<file path="config.mk">
export PLATFORM = sky130hd
export DESIGN_NAME = ctrl_decode_stage
export DESIGN_NICKNAME = d
export VERILOG_FILES = /design/src/rtl/ctrl_decode_stage.sv
export SDC_FILE = /design/constraint.sdc
export NUM_CORES = 1
export LEC_CHECK = 0
export ABC_AREA = 1
export CAP_MARGIN = 20
export CORE_ASPECT_RATIO = 1.2
export CORE_UTILIZATION = 30
export CTS_BUF_LIST = sky130_fd_sc_hd__clkbuf_16
export DETAILED_ROUTE_END_ITERATION = 8
export GPL_ROUTABILITY_DRIVEN = 0
export HOLD_SLACK_MARGIN = 0.03
export PLACE_DENSITY = 0.61
export SYNTH_ARGS = -nofsm -noshare
export SYNTH_HDL_FRONTEND = slang
export SYNTH_SLANG_ARGS = --single-unit
</file>
<file path="constraint.sdc">
create_clock -name clk -period 3.5 [get_ports clk]
set_input_delay 0.35 -clock clk [delete_from_list [all_inputs] [get_ports clk]]
set_output_delay 0.35 -clock clk [all_outputs]
set_load 0.01 [all_outputs]
</file>
<file path="src/rtl/ctrl_decode_stage.sv">
// ctrl_decode_stage
//   D-stage main/ALU decoder for RV32I (plus RV32M when RV32M_EN is defined),
//   the D->E control pipeline register, and a busy FSM that holds the front
//   end while a multi-cycle multiply/divide occupies E.
//
// Optional feature macro: RV32M_EN
//   defined   : opcode 0110011 / funct7 0000001 decodes as an M op and the
//               busy FSM + counter are built.
//   undefined : those encodings are illegal; MdValidE, MdOpE, MdBusy tie to 0.
//
// Ports
//   clk, reset        clock, synchronous active-high reset
//   InstrD, ValidD    D-stage instruction and its valid qualifier
//   StallE, FlushE    hazard unit hold / bubble requests for the E register
//   ImmSrcD           combinational immediate format (I=000 S=001 B=010 J=011 U=100)
//   IllegalD          combinational: ValidD with an unsupported encoding
//   *E                registered E-stage controls
//   MdValidE, MdOpE   E holds an M op, and its funct3
//   MdBusy            stall request while an M op is still executing
//
// Handshake: the E register loads the decoded D controls on an edge where
// neither StallE nor MdBusy is high; FlushE overrides both and loads a bubble.
// MdBusy is the busy-state flag itself, so it also serves as the FSM debug view.

module ctrl_decode_stage #(
    parameter int MUL_LATENCY = 1,
    parameter int DIV_LATENCY = 32,
    parameter int CNT_W       = $clog2(DIV_LATENCY + 1)
) (
    input  logic        clk,
    input  logic        reset,
    input  logic [31:0] InstrD,
    input  logic        ValidD,
    input  logic        StallE,
    input  logic        FlushE,
    output logic [2:0]  ImmSrcD,
    output logic        IllegalD,
    output logic        RegWriteE,
    output logic        MemWriteE,
    output logic        JumpE,
    output logic        JumpRegE,
    output logic        BranchE,
    output logic        ALUSrcE,
    output logic        InverseBrCondE,
    output logic [1:0]  ResultSrcE,
    output logic [3:0]  ALUControlE,
    output logic        MdValidE,
    output logic [2:0]  MdOpE,
    output logic        MdBusy
);

    localparam logic [6:0] OP_R      = 7'b0110011;
    localparam logic [6:0] OP_I_ALU  = 7'b0010011;
    localparam logic [6:0] OP_LOAD   = 7'b0000011;
    localparam logic [6:0] OP_STORE  = 7'b0100011;
    localparam logic [6:0] OP_BRANCH = 7'b1100011;
    localparam logic [6:0] OP_JAL    = 7'b1101111;
    localparam logic [6:0] OP_JALR   = 7'b1100111;
    localparam logic [6:0] OP_LUI    = 7'b0110111;
    localparam logic [6:0] OP_AUIPC  = 7'b0010111;

    localparam logic [3:0] ALU_ADD  = 4'b0000;
    localparam logic [3:0] ALU_SUB  = 4'b0001;
    localparam logic [3:0] ALU_AND  = 4'b0010;
    localparam logic [3:0] ALU_OR   = 4'b0011;
    localparam logic [3:0] ALU_XOR  = 4'b0100;
    localparam logic [3:0] ALU_SLT  = 4'b0101;
    localparam logic [3:0] ALU_SLTU = 4'b0110;
    localparam logic [3:0] ALU_SLL  = 4'b0111;
    localparam logic [3:0] ALU_SRL  = 4'b1000;
    localparam logic [3:0] ALU_SRA  = 4'b1001;
    localparam logic [3:0] ALU_LUI  = 4'b1010;

    logic [6:0] opcode;
    logic [2:0] funct3;
    logic [6:0] funct7;

    assign opcode = InstrD[6:0];
    assign funct3 = InstrD[14:12];
    assign funct7 = InstrD[31:25];

    // Register numbers are consumed by the datapath, not by this decoder.
    logic unused_instr_bits;
    assign unused_instr_bits = ^{InstrD[24:15], InstrD[11:7]};

    // funct3 -> ALU op for the non-alternate R / I-ALU encodings.
    function automatic logic [3:0] alu_base(input logic [2:0] f3);
        case (f3)
            3'b000:  alu_base = ALU_ADD;
            3'b001:  alu_base = ALU_SLL;
            3'b010:  alu_base = ALU_SLT;
            3'b011:  alu_base = ALU_SLTU;
            3'b100:  alu_base = ALU_XOR;
            3'b101:  alu_base = ALU_SRL;
            3'b110:  alu_base = ALU_OR;
            default: alu_base = ALU_AND;
        endcase
    endfunction

    // ------------------------------------------------------------------
    // Combinational decode
    // ------------------------------------------------------------------
    logic       legal;
    logic       dec_reg_write, dec_mem_write, dec_jump, dec_jump_reg;
    logic       dec_branch, dec_alu_src, dec_inv_br;
    logic [1:0] dec_result_src;
    logic [3:0] dec_alu_ctrl;
    logic       dec_md_valid;

    always_comb begin
        legal          = 1'b0;
        ImmSrcD        = 3'b000;
        dec_reg_write  = 1'b0;
        dec_mem_write  = 1'b0;
        dec_jump       = 1'b0;
        dec_jump_reg   = 1'b0;
        dec_branch     = 1'b0;
        dec_alu_src    = 1'b0;
        dec_inv_br     = 1'b0;
        dec_result_src = 2'b00;
        dec_alu_ctrl   = ALU_ADD;
        dec_md_valid   = 1'b0;

        case (opcode)
            OP_R: begin
                dec_reg_write = 1'b1;
                if (funct7 == 7'b0000000) begin
                    legal        = 1'b1;
                    dec_alu_ctrl = alu_base(funct3);
                end else if (funct7 == 7'b0100000 &&
                             (funct3 == 3'b000 || funct3 == 3'b101)) begin
                    legal        = 1'b1;
                    dec_alu_ctrl = (funct3 == 3'b000) ? ALU_SUB : ALU_SRA;
                end
`ifdef RV32M_EN
                else if (funct7 == 7'b0000001) begin
                    legal          = 1'b1;
                    dec_md_valid   = 1'b1;
                    dec_result_src = 2'b11;
                    dec_alu_ctrl   = ALU_ADD;
                end
`endif
            end
            OP_I_ALU: begin
                ImmSrcD       = 3'b000;
                dec_reg_write = 1'b1;
                dec_alu_src   = 1'b1;
                // Shift-immediates carry funct7 in imm[11:5]; only SRAI may set bit 5.
                if (funct3 == 3'b001)
                    legal = (funct7 == 7'b0000000);
                else if (funct3 == 3'b101)
                    legal = (funct7 == 7'b0000000) || (funct7 == 7'b0100000);
                else
                    legal = 1'b1;
                dec_alu_ctrl = (funct3 == 3'b101 && funct7[5]) ? ALU_SRA : alu_base(funct3);
            end
            OP_LOAD: begin
                ImmSrcD        = 3'b000;
                legal          = (funct3 != 3'b011) && (funct3[2:1] != 2'b11);
                dec_reg_write  = 1'b1;
                dec_alu_src    = 1'b1;
                dec_result_src = 2'b01;
            end
            OP_STORE: begin
                ImmSrcD       = 3'b001;
                legal         = !funct3[2] && (funct3 != 3'b011);
                dec_mem_write = 1'b1;
                dec_alu_src   = 1'b1;
            end
            OP_BRANCH: begin
                ImmSrcD    = 3'b010;
                legal      = (funct3[2:1] != 2'b01);
                dec_branch = 1'b1;
                // BNE/BGE/BGEU are the odd funct3 codes: same compare, inverted sense.
                dec_inv_br   = funct3[0];
                dec_alu_ctrl = funct3[2] ? (funct3[1] ? ALU_SLTU : ALU_SLT) : ALU_SUB;
            end
            OP_JAL: begin
                ImmSrcD        = 3'b011;
                legal          = 1'b1;
                dec_reg_write  = 1'b1;
                dec_jump       = 1'b1;
                dec_result_src = 2'b10;
            end
            OP_JALR: begin
                ImmSrcD        = 3'b000;
                legal          = (funct3 == 3'b000);
                dec_reg_write  = 1'b1;
                dec_jump       = 1'b1;
                dec_jump_reg   = 1'b1;
                dec_alu_src    = 1'b1;
                dec_result_src = 2'b10;
            end
            OP_LUI: begin
                ImmSrcD       = 3'b100;
                legal         = 1'b1;
                dec_reg_write = 1'b1;
                dec_alu_src   = 1'b1;
                dec_alu_ctrl  = ALU_LUI;
            end
            OP_AUIPC: begin
                ImmSrcD       = 3'b100;
                legal         = 1'b1;
                dec_reg_write = 1'b1;
                dec_alu_src   = 1'b1;
            end
            default: legal = 1'b0;
        endcase

        // Anything not both valid and legal becomes a bubble.
        if (!(ValidD && legal)) begin
            dec_reg_write  = 1'b0;
            dec_mem_write  = 1'b0;
            dec_jump       = 1'b0;
            dec_jump_reg   = 1'b0;
            dec_branch     = 1'b0;
            dec_alu_src    = 1'b0;
            dec_inv_br     = 1'b0;
            dec_result_src = 2'b00;
            dec_alu_ctrl   = ALU_ADD;
            dec_md_valid   = 1'b0;
        end
    end

    assign IllegalD = ValidD && !legal;

    // ------------------------------------------------------------------
    // D->E control register
    // ------------------------------------------------------------------
    logic md_busy;
    logic load_e;
    assign load_e = !StallE && !md_busy;

    logic       reg_write_q, mem_write_q, jump_q, jump_reg_q, branch_q, alu_src_q, inv_br_q;
    logic       reg_write_d, mem_write_d, jump_d, jump_reg_d, branch_d, alu_src_d, inv_br_d;
    logic [1:0] result_src_q, result_src_d;
    logic [3:0] alu_ctrl_q, alu_ctrl_d;

    always_comb begin
        reg_write_d  = reg_write_q;
        mem_write_d  = mem_write_q;
        jump_d       = jump_q;
        jump_reg_d   = jump_reg_q;
        branch_d     = branch_q;
        alu_src_d    = alu_src_q;
        inv_br_d     = inv_br_q;
        result_src_d = result_src_q;
        alu_ctrl_d   = alu_ctrl_q;
        if (FlushE) begin
            reg_write_d  = 1'b0;
            mem_write_d  = 1'b0;
            jump_d       = 1'b0;
            jump_reg_d   = 1'b0;
            branch_d     = 1'b0;
            alu_src_d    = 1'b0;
            inv_br_d     = 1'b0;
            result_src_d = 2'b00;
            alu_ctrl_d   = 4'b0000;
        end else if (load_e) begin
            reg_write_d  = dec_reg_write;
            mem_write_d  = dec_mem_write;
            jump_d       = dec_jump;
            jump_reg_d   = dec_jump_reg;
            branch_d     = dec_branch;
            alu_src_d    = dec_alu_src;
            inv_br_d     = dec_inv_br;
            result_src_d = dec_result_src;
            alu_ctrl_d   = dec_alu_ctrl;
        end
    end

    always_ff @(posedge clk) begin
        if (reset) begin
            reg_write_q  <= 1'b0;
            mem_write_q  <= 1'b0;
            jump_q       <= 1'b0;
            jump_reg_q   <= 1'b0;
            branch_q     <= 1'b0;
            alu_src_q    <= 1'b0;
            inv_br_q     <= 1'b0;
            result_src_q <= 2'b00;
            alu_ctrl_q   <= 4'b0000;
        end else begin
            reg_write_q  <= reg_write_d;
            mem_write_q  <= mem_write_d;
            jump_q       <= jump_d;
            jump_reg_q   <= jump_reg_d;
            branch_q     <= branch_d;
            alu_src_q    <= alu_src_d;
            inv_br_q     <= inv_br_d;
            result_src_q <= result_src_d;
            alu_ctrl_q   <= alu_ctrl_d;
        end
    end

    assign RegWriteE      = reg_write_q;
    assign MemWriteE      = mem_write_q;
    assign JumpE          = jump_q;
    assign JumpRegE       = jump_reg_q;
    assign BranchE        = branch_q;
    assign ALUSrcE        = alu_src_q;
    assign InverseBrCondE = inv_br_q;
    assign ResultSrcE     = result_src_q;
    assign ALUControlE    = alu_ctrl_q;

    // ------------------------------------------------------------------
    // Multiply/divide sequencing
    // ------------------------------------------------------------------
`ifdef RV32M_EN
    typedef enum logic {MD_IDLE = 1'b0, MD_BUSY = 1'b1} md_state_e;

    localparam logic [CNT_W-1:0] MUL_LAT_C = CNT_W'(MUL_LATENCY);
    localparam logic [CNT_W-1:0] DIV_LAT_C = CNT_W'(DIV_LATENCY);
    localparam logic [CNT_W-1:0] CNT_ONE   = CNT_W'(1);

    md_state_e        md_state_q, md_state_d;
    logic [CNT_W-1:0] md_cnt_q, md_cnt_d;
    logic             md_valid_q, md_valid_d;
    logic [2:0]       md_op_q, md_op_d;
    logic [CNT_W-1:0] dec_md_lat;

    // funct3[2] separates DIV/DIVU/REM/REMU from the MUL family.
    assign dec_md_lat = funct3[2] ? DIV_LAT_C : MUL_LAT_C;

    always_comb begin
        md_state_d = md_state_q;
        md_cnt_d   = md_cnt_q;
        md_valid_d = md_valid_q;
        md_op_d    = md_op_q;
        if (FlushE) begin
            md_state_d = MD_IDLE;
            md_cnt_d   = '0;
            md_valid_d = 1'b0;
            md_op_d    = 3'b000;
        end else if (md_state_q == MD_BUSY) begin
            // Counter keeps running even if StallE is high; E is held regardless.
            if (md_cnt_q == CNT_ONE) begin
                md_state_d = MD_IDLE;
                md_cnt_d   = '0;
            end else begin
                md_cnt_d = md_cnt_q - CNT_ONE;
            end
        end else if (load_e) begin
            md_valid_d = dec_md_valid;
            md_op_d    = dec_md_valid ? funct3 : 3'b000;
            // Latency-1 ops finish inside their single E cycle and never go busy.
            if (dec_md_valid && dec_md_lat > CNT_ONE) begin
                md_state_d = MD_BUSY;
                md_cnt_d   = dec_md_lat - CNT_ONE;
            end
        end
    end

    always_ff @(posedge clk) begin
        if (reset) begin
            md_state_q <= MD_IDLE;
            md_cnt_q   <= '0;
            md_valid_q <= 1'b0;
            md_op_q    <= 3'b000;
        end else begin
            md_state_q <= md_state_d;
            md_cnt_q   <= md_cnt_d;
            md_valid_q <= md_valid_d;
            md_op_q    <= md_op_d;
        end
    end

    assign md_busy  = (md_state_q == MD_BUSY);
    assign MdValidE = md_valid_q;
    assign MdOpE    = md_op_q;
    assign MdBusy   = md_busy;
`else
    logic [31:0] unused_params;
    assign unused_params = 32'(MUL_LATENCY + DIV_LATENCY + CNT_W);
    assign md_busy  = 1'b0;
    assign MdValidE = 1'b0;
    assign MdOpE    = 3'b000;
    assign MdBusy   = 1'b0;
`endif

endmodule

</file>
==> reports/qor.csv <==
metric,value,unit
cell with the most instances after synthesis,nand2_1,
max frequency,360,MHz
Crit-path slowest cell,clkdlybuf4s50_1,
Leak,0.653,nW
Worst Skew,0,ns
Pins Over Slew Limit,0,
Mapped Area,1050,µm²
Cells after Synth,184,
CTS tree,built,
RSZ-0062 raised after global routing,false,
# DRC,0,
Final Critical Period,2.78,ns
H-tree Lvls,1,
final net count,258,
clock root cell,clkbuf_16,
Power Total,0.436,mW
Area growth syn-to-layout,42.6,%
initial DRC count,34,
min-delay src,ALUSrcE,
CP endpoint kind,output pin,
Hold EP,ALUSrcE,
worst skew pair latency,0.24,ns
Critical Path RT,3.15,ns
setup TNS,0,ns
# clock sinks,13,
Post-synth ARST share,0,%
ANT cells,0,
vias in the first global route,1060,
Worst Max-Slew Pin Slew,0.511,ns
unique cell type count in the Yosys netlist,19,
largest area contributor in the netlist,dfxtp_1,
VDD IR-drop max,0.294,mV
Max Buffers Root-to-Sink,2,
pwr/cell area,290,nW/µm²
Num CTS Buffers,3,
most frequent cell on the critical path,nand2_1,
Synth Flop Type,dfxtp_1,
number of antenna violations at the first check in global routing,0,
Vert. Die Dim,66.9,µm
Finished Layout Cells,257,
RR Startpoint,ResultSrcE[0],
Routed WL,2.53,mm
WL per Instance,9.84,µm
Yosys reg bits,13,
largest net degree at the start of global routing,16,
HPWL after DPL,2.02,mm
register area share after synthesis,24.7,%
Resize count post-CTS,0,
top cell type's share of synthesized area,24.7,%
worst reg2reg setup slack,2.87,ns
Synth area leaders,"dfxtp_1 (25%), nand2_1 (21%), nand3_1 (9.5%)",
CORE AREA,3340,µm²
Ys Warns,0,
layout cells sized above 1,7.27,%
worst r2r path cells,2,
max-cap viol count,0,
worst-path cell chain,clkdlybuf4s50_1 > inv_1 > nand3_2 > nand2_1 > nand2_1 > nand2_1 > nand2_1 > nand2_1 > inv_1 > nand2_2 > nor2_1 > clkdlybuf4s50_1,
Rows,23,
routed via count,1204,
first-pass GRT wire length,4.49,mm
Max-slew headroom,65.8,%
Placed Cells,253,
DRT antenna net count,0,
die area,3750,µm²
die width,56.1,µm
Final setup viols,0,
drt first pass iters,4,
Via density,4.68,
GRT overflow,0,
Hold Path Class,register to register,
clk slew on worst S/H paths,0.04,ns
CP Class,primary input to output pin,
top post-synthesis cells by count,"nand2_1 (60), nor2_1 (22), nand3_1 (20), a21oi_1 (16), inv_1 (15)",
WP buf/inv,4,
crit-path max cell delay,0.66,ns
CP Max Fanout,13,
status,completed,
R2R Path End,ResultSrcE[0],
number of flops mapped to enable cells by yosys,0,
Total Routing Usage GR,15.4,%
"Hold Violations, Final",0,
initial core utilization,31.5,%
CP Launch Type,primary input,
Hold Path Depth,2,
period utilization,79.3,%
Post-CTS Setup Inserts,0,
IO Port Bufs,38,
CP Data Arrival Time,2.43,ns
Crit path max-delay family,buffers and inverters,
"Hold-fix buffers, CTS",0,
Syn Area/Cell,5.72,µm²
num ports,59,
==> layout by cell type (no fill, tap or decap) <==
master / Yosys / routed
nand2_1: 60 / 60
clkdlybuf4s50_1: 0 / 38
nor2_1: 22 / 22
nand3_1: 20 / 20
inv_1: 15 / 16
a21oi_1: 16 / 16
dfxtp_1: 13 / 13
nand4_1: 8 / 8
o21ai_0: 5 / 5
conb_1: 1 / 5
inv_2: 4 / 4
nand2_2: 3 / 3
clkbuf_16: 0 / 3
nor2_4: 2 / 2
nand3_2: 2 / 2
nor2_2: 2 / 2
nand3b_1: 1 / 1
==> worst min-delay path: cells and delay by family (launching register included) <==
family / cells / cell delay, ns
AOI/OAI and AO/OA: 1 / 0.05
DFF: 1 / 0.30
and+or+nand+nor: 1 / 0.05
==> logic make-up (layout without fill, tap and decap cells) <==
logic type / count (synthesis) / after routing / synth area share [%]
AO/OA/AOI/OAI: 21 / 21 / 9.99
AND/OR/NAND/NOR: 120 / 120 / 51.2
other: 1 / 5 / 0.356
buffers and inverters: 29 / 61 / 13.7
flip-flops: 13 / 13 / 24.7
==> through the flow <==
stage                     hold slack (ns)  setup WS [ns]  instance area (µm²)  util [%]
after floorplan                     0.477           1.87                 1070         -
after global placement              0.448          0.717                 1420      42.6
after detailed placement            0.456          0.719                 1420      42.6
after CTS                           0.462          0.714                 1500      44.9
after global routing                0.475          0.484                 1500      44.9
final                               0.456          0.724                 1500      44.9
==> area by class of cell <==
cell class	count	area, µm²
flip-flops and latches	13	260
clock inverters	1	3.75
well taps	37	46.3
multi-input cells	146	663
fillers	371	1840
inverters	19	71.3
repair buffers	38	380
clock buffers	3	75.1
==> flip-flops by register name, indices dropped and copies added, names as in the netlist <==
| register | flops |
|---|---|
| ALUControlE | 4 |
| BranchE | 1 |
| ALUSrcE | 1 |
| InverseBrCondE | 1 |
| JumpE | 1 |
| RegWriteE | 1 |
| MemWriteE | 1 |
| JumpRegE | 1 |
| ResultSrcE | 2 |
==> report_power, final <==
| part | leakage [nW] | switching [mW] | total (mW) | internal [mW] |
|---|---|---|---|---|
| Combinational | 0.506 | 0.0405 | 0.0735 | 0.0331 |
| Sequential | 0.105 | 0.000260 | 0.150 | 0.149 |
| Clock | 0.0423 | 0.0620 | 0.213 | 0.151 |
==> layer usage <==
layer	vias to the layer above	GRT usage (%)	wire length (µm)
met5	-	0	0
met4	0	11.0	82
met2	35	26.5	1220
met3	5	1.17	93
li1	653	-	-
met1	511	17.9	1140
==> worst max-delay path by stage <==
stage          cells after the start  endpoint        from  slack, ns
6_report                          12  IllegalD  InstrD[14]       0.72
3_5_place_dp                      12  IllegalD  InstrD[14]       0.72
2_1_floorplan                     10  IllegalD   InstrD[1]       1.87
3_3_place_gp                      12  IllegalD  InstrD[14]       0.72
4_1_cts                           12  IllegalD  InstrD[14]       0.71
5_1_grt                           12  IllegalD  InstrD[14]       0.48
No activity file was read; power rests on OpenSTA's default activity.
